### config.mk
export PLATFORM = sky130hd
export DESIGN_NAME = a2d_intf_flat
export DESIGN_NICKNAME = d
export VERILOG_FILES = /design/src/rtl/a2d_intf_if.sv /design/src/rtl/a2d_intf.sv /design/src/flat_wrapper.sv
export SDC_FILE = /design/constraint.sdc
export NUM_CORES = 1
export LEC_CHECK = 0
export CAP_MARGIN = 20
export CORE_MARGIN = 10
export CORE_UTILIZATION = 25
export CTS_CLUSTER_SIZE = 28
export DETAILED_ROUTE_END_ITERATION = 12
export GPL_ROUTABILITY_DRIVEN = 0
export GPL_TIMING_DRIVEN = 1
export SLEW_MARGIN = 20
export SYNTH_ARGS = -nofsm -noshare
export SYNTH_HDL_FRONTEND = slang
export SYNTH_SLANG_ARGS = --single-unit
export TNS_END_PERCENT = 30
### constraint.sdc
create_clock -name clk -period 3.4 [get_ports clk]
set_input_delay 0.68 -clock clk [delete_from_list [all_inputs] [get_ports clk]]
set_output_delay 0.68 -clock clk [all_outputs]
set_load 0.03 [all_outputs]
### src/rtl/a2d_intf_if.sv
// Host handshake and SPI pins of the A2D interface, bundled for port connection.
interface a2d_intf_if;
    logic        strt_cnv;
    logic [2:0]  chnnl;
    logic        cnv_cmplt;
    logic [11:0] res;
    logic        SS_n;
    logic        SCLK;
    logic        MOSI;
    logic        MISO;

    modport slave (
        input  strt_cnv, chnnl, MISO,
        output cnv_cmplt, res, SS_n, SCLK, MOSI
    );

    modport master (
        output strt_cnv, chnnl, MISO,
        input  cnv_cmplt, res, SS_n, SCLK, MOSI
    );
endinterface

### src/rtl/a2d_intf.sv
// SPI master for a 12-bit ADC: two 16-bit frames per conversion, the second
// frame's returned data becomes the result.
module a2d_intf (
    input  logic        clk,
    input  logic        rst,
    a2d_intf_if.slave   bus
);
    localparam int unsigned CNT_W   = 5;
    localparam int unsigned SHFT_W  = 16;
    localparam int unsigned SCNT_W  = 4;
    localparam int unsigned CH_W    = 3;
    localparam int unsigned RES_W   = 12;

    localparam logic [CNT_W-1:0] CNT_IDLE  = 5'b10111;
    localparam logic [CNT_W-1:0] CNT_SHIFT = 5'b10001;

    typedef enum logic [1:0] {IDLE, FRAME1, PAUSE, FRAME2} state_t;

    state_t              state,    state_n;
    logic [CNT_W-1:0]    cnt,      cnt_n;
    logic [SHFT_W-1:0]   shft,     shft_n;
    logic [SCNT_W-1:0]   shft_cnt, shft_cnt_n;
    logic [CH_W-1:0]     cmd,      cmd_n;
    logic                pause,    pause_n;
    logic                ss_n,     ss_n_n;
    logic                cmplt,    cmplt_n;
    logic [RES_W-1:0]    res,      res_n;

    logic                shift_c;
    logic                last_c;

    assign bus.SCLK      = cnt[CNT_W-1];
    assign bus.MOSI      = shft[SHFT_W-1];
    assign bus.SS_n      = ss_n;
    assign bus.cnv_cmplt = cmplt;
    assign bus.res       = res;

    // Sample point sits two clks after each SCLK rise
    assign shift_c = ((state == FRAME1) || (state == FRAME2)) && (cnt == CNT_SHIFT);
    assign last_c  = shift_c && (shft_cnt == SCNT_W'(SHFT_W - 1));

    always_ff @(posedge clk) begin
        if (rst) begin
            state    <= IDLE;
            cnt      <= CNT_IDLE;
            shft     <= '0;
            shft_cnt <= '0;
            cmd      <= '0;
            pause    <= 1'b0;
            ss_n     <= 1'b1;
            cmplt    <= 1'b0;
            res      <= '0;
        end else begin
            state    <= state_n;
            cnt      <= cnt_n;
            shft     <= shft_n;
            shft_cnt <= shft_cnt_n;
            cmd      <= cmd_n;
            pause    <= pause_n;
            ss_n     <= ss_n_n;
            cmplt    <= cmplt_n;
            res      <= res_n;
        end
    end

    always_comb begin
        state_n    = state;
        cnt_n      = cnt;
        shft_n     = shft;
        shft_cnt_n = shft_cnt;
        cmd_n      = cmd;
        pause_n    = pause;
        ss_n_n     = ss_n;
        cmplt_n    = cmplt;
        res_n      = res;

        unique case (state)
            IDLE: begin
                cnt_n = CNT_IDLE;
                if (bus.strt_cnv) begin
                    cmd_n      = bus.chnnl;
                    shft_n     = {2'b00, bus.chnnl, 11'h000};
                    shft_cnt_n = '0;
                    ss_n_n     = 1'b0;
                    cmplt_n    = 1'b0;
                    state_n    = FRAME1;
                end
            end
            FRAME1, FRAME2: begin
                cnt_n = CNT_W'(cnt + 5'd1);
                if (shift_c) begin
                    shft_n     = {shft[SHFT_W-2:0], bus.MISO};
                    shft_cnt_n = SCNT_W'(shft_cnt + 4'd1);
                end
                if (last_c) begin
                    cnt_n  = CNT_IDLE;
                    ss_n_n = 1'b1;
                    if (state == FRAME1) begin
                        pause_n = 1'b0;
                        state_n = PAUSE;
                    end else begin
                        res_n   = {shft[10:0], bus.MISO};
                        cmplt_n = 1'b1;
                        state_n = IDLE;
                    end
                end
            end
            PAUSE: begin
                cnt_n = CNT_IDLE;
                if (pause) begin
                    shft_n     = {2'b00, cmd, 11'h000};
                    shft_cnt_n = '0;
                    ss_n_n     = 1'b0;
                    state_n    = FRAME2;
                end else begin
                    pause_n = 1'b1;
                end
            end
            default: state_n = IDLE;
        endcase
    end
endmodule
### src/flat_wrapper.sv
// flat-port wrapper written by rule: the top's interface ports become plain ports
module a2d_intf_flat 
  (clk, rst, bus_strt_cnv, bus_chnnl, bus_MISO, bus_cnv_cmplt, bus_res, bus_SS_n, bus_SCLK, bus_MOSI);
  a2d_intf_if bus_i ();
  input  logic clk;
  input  logic rst;
  input wire logic [$bits(bus_i.strt_cnv)-1:0] bus_strt_cnv;
  input wire logic [$bits(bus_i.chnnl)-1:0] bus_chnnl;
  input wire logic [$bits(bus_i.MISO)-1:0] bus_MISO;
  output wire logic [$bits(bus_i.cnv_cmplt)-1:0] bus_cnv_cmplt;
  output wire logic [$bits(bus_i.res)-1:0] bus_res;
  output wire logic [$bits(bus_i.SS_n)-1:0] bus_SS_n;
  output wire logic [$bits(bus_i.SCLK)-1:0] bus_SCLK;
  output wire logic [$bits(bus_i.MOSI)-1:0] bus_MOSI;
  assign bus_i.strt_cnv = bus_strt_cnv;
  assign bus_i.chnnl = bus_chnnl;
  assign bus_i.MISO = bus_MISO;
  assign bus_cnv_cmplt = bus_i.cnv_cmplt;
  assign bus_res = bus_i.res;
  assign bus_SS_n = bus_i.SS_n;
  assign bus_SCLK = bus_i.SCLK;
  assign bus_MOSI = bus_i.MOSI;
  a2d_intf u_core (.clk(clk), .rst(rst), .bus(bus_i));
endmodule
==> impl_metrics.env <==
export IMPL_status="finished, final reports clean"
export IMPL_synth_cells=209
export IMPL_start_kind="input pin"
export IMPL_cpMaxStageDelayCell="clkdlybuf4s50_1"
export IMPL_crit_path_max_incr_delay_ns=0.55
export IMPL_clock_path_buffers=2
export IMPL_synth_cell_types=33
export IMPL_power_density_mw_per_mm2=713
export IMPL_required_ns=3.56
export IMPL_yosysTopAreaCell="dfxtp_1"
export IMPL_rsz0062_at_grt="false"
export IMPL_ys_seq_area_frac=0.468
export IMPL_fin_util=0.312
export IMPL_drive_gt1_frac=0.0736
export IMPL_path_class="input pin to flop"
export IMPL_num_vias=1438
export IMPL_synth_edff_count=0
export IMPL_post_cts_setup_buffer_count=0
export IMPL_design_area_mm2=0.00230
export IMPL_setup_tns_ns=0
export IMPL_cts_tree="built"
export IMPL_drt_initial_drc_count=52
export IMPL_dpl_cell_area_mm2=0.00221
export IMPL_p_leak_nw=0.775
export IMPL_slew_violations=0
export IMPL_synth_fp_nets=224
export IMPL_crit_fanout=17
export IMPL_synth_ff_type="dfxtp_1"
export IMPL_htreeDepth=2
export IMPL_grt_max_degree=25
export IMPL_clkSinkCount=45
export IMPL_antenna_found_initial=0
export IMPL_total_power_mw=1.64
export IMPL_endpoint_kind="flop"
export IMPL_worstSkewPairLatency_ns=0.29
export IMPL_synth_top_area_share=0.468
export IMPL_slew_headroom=0.518
export IMPL_worstPathCellList="clkdlybuf4s50_1 -> nand2b_1 -> and2_1 -> a21o_1 -> nor2_1"
export IMPL_viasPerCell=4.36
export IMPL_clk_pin_slew_ns=0.08
export IMPL_wl_um=3840
export IMPL_row_count=31
export IMPL_io_pins=23
export IMPL_die_x_um=108
export IMPL_fmax_ghz=0.470
export IMPL_antennaDiodeCount=0
export IMPL_syn_avg_cell_area_um2=9.22
export IMPL_post_cts_resized=0
export IMPL_dpl_hpwl_um=2750
export IMPL_synthArstFlopShare=0
export IMPL_start_util=0.261
export IMPL_gr_total_overflow=0
export IMPL_port_buffers=22
export IMPL_ir_drop_uv=271
export IMPL_ctsHoldBuffers=0
export IMPL_post_route_min_period_ns=2.13
export IMPL_areaGrowthSynthToFinish_pct=19.4
export IMPL_synthTopCellsByCount="dfxtp_1 (45), nand2_1 (40), a21oi_1 (23), nor2_1 (15)"
export IMPL_die_area_mm2=0.0116
export IMPL_numCtsBuffers=5
export IMPL_netlist_area_mm2=0.00193
export IMPL_setup_viol=0
export IMPL_worst_pin_slew_ns=0.716
export IMPL_ant_nets=0
export IMPL_hold_class="flop to flop"
export IMPL_coreArea_mm2=0.00737
export IMPL_synth_area_leaders="dfxtp_1 (47%), nand2_1 (7.8%), mux2i_1 (6.2%)"
export IMPL_fin_crit_sh=0.625
export IMPL_skew_ns=0.00971
export IMPL_drt_wirelength_per_cell_um=11.6
export IMPL_yosysMostFrequentCell="dfxtp_1"
export IMPL_arrival_ns=2.28
export IMPL_layout_nets=245
export IMPL_drc=0
export IMPL_synth_seq_cells=45
export IMPL_grt_pass1_vias=1375
export IMPL_gr_usage_all_layers=0.0674
export IMPL_cts_root_buf="clkbuf_8"
export IMPL_maxCapViolCount=0
export IMPL_yosys_warnings=0
export IMPL_drt_pass1_iterations=4
export IMPL_grt_first_pass_wirelength_um=6470
export IMPL_hold_viol=0
export IMPL_fp_dieH_um=108
registers in the layout, indices dropped and copies added (netlist names):
register / cells
u_core.shft: 16
u_core.cnt: 5
u_core.state: 2
u_core.cmd: 3
u_core.shft_cnt: 4
u_core.bus.res: 12
u_core.bus.cnv_cmplt: 1
u_core.pause: 1
u_core.bus.SS_n: 1
cell families after synthesis:
| logic type | count (synthesis) | synth area share |
|---|---|---|
| compound gates | 41 | 0.134 |
| xor+xnor | 4 | 0.0182 |
| fa+ha+maj | 8 | 0.0520 |
| buf+inv | 15 | 0.0500 |
| flops | 45 | 0.468 |
| mux | 12 | 0.0623 |
| simple gates | 84 | 0.216 |
stage by stage:
stage / worst slack, ns / cells / hold WS, ns
global route: 1.06 / 330 / 0.489
finish: 1.27 / 330 / 0.427
detailed placement: 0.958 / 322 / 0.409
global placement: 0.967 / 322 / 0.404
floorplan: 1.73 / 209 / 0.392
CTS: 1.24 / 330 / 0.428
critical path: cells and delay by family:
kind                   cells  cell delay (ns)
buffers and inverters      1             0.55
AO/OA/AOI/OAI              1             0.54
AND/OR/NAND/NOR            3             0.51
power breakdown:
part	switching (mW)	internal [mW]	total, mW
logic	0.400	0.245	0.645
clock network	0.181	0.145	0.326
registers	0.0623	0.608	0.670
total	0.643	0.998	1.64
cell type report:
| class | count | area (um^2) |
|---|---|---|
| Clock buffer | 6 | 72.6 |
| Clock inverter | 2 | 15.0 |
| Fill cell | 800 | 5070 |
| Inverter | 4 | 15.0 |
| Multi-Input combinational cell | 149 | 930 |
| Sequential cell | 45 | 901 |
| Tap cell | 99 | 124 |
| Timing Repair Buffer | 25 | 243 |
layer usage:
layer / up-vias / share of wire / track usage
met2: 24 / 0.48 / 0.115
met5: - / 0 / 0
li1: 749 / - / -
met1: 661 / 0.45 / 0.0743
met3: 4 / 0.062 / 0.0287
met4: 0 / 0.0073 / 0.0200
path summary, 6_finish.rpt:
path / cells past startpoint / to / from / slack [ns]
max: 5 / u_core.shft_cnt[0]$_SDFFE_PP0P_ / bus_strt_cnv / 1.27
min: 1 / u_core.cnt[0]$_SDFF_PP1_ / u_core.cnt[0]$_SDFF_PP1_ / 0.43
max reg2reg: 6 / u_core.shft_cnt[3]$_SDFFE_PP0P_ / u_core.state[1]$_SDFFE_PP0P_ / 1.36
min reg2reg: 1 / u_core.cnt[0]$_SDFF_PP1_ / u_core.cnt[0]$_SDFF_PP1_ / 0.43
cells in the final DEF (no fill, tap or decap), types with 3 or more instances in the layout:
| master | synthesis | layout |
|---|---|---|
| nand2b_1 | 5 | 5 |
| a221o_1 | 3 | 3 |
| clkbuf_8 | 0 | 5 |
| xnor2_1 | 3 | 3 |
| buf_4 | 2 | 3 |
| a21oi_2 | 3 | 3 |
| clkdlybuf4s50_1 | 0 | 22 |
| dfxtp_1 | 45 | 45 |
| mux2i_1 | 12 | 12 |
| nand2_1 | 40 | 40 |
| inv_1 | 4 | 4 |
| a21o_1 | 4 | 4 |
| a21oi_1 | 23 | 23 |
| ha_1 | 8 | 8 |
| nor2_1 | 15 | 15 |
| nand3_1 | 12 | 12 |
Note: power is estimated with default switching activity, not from simulation.
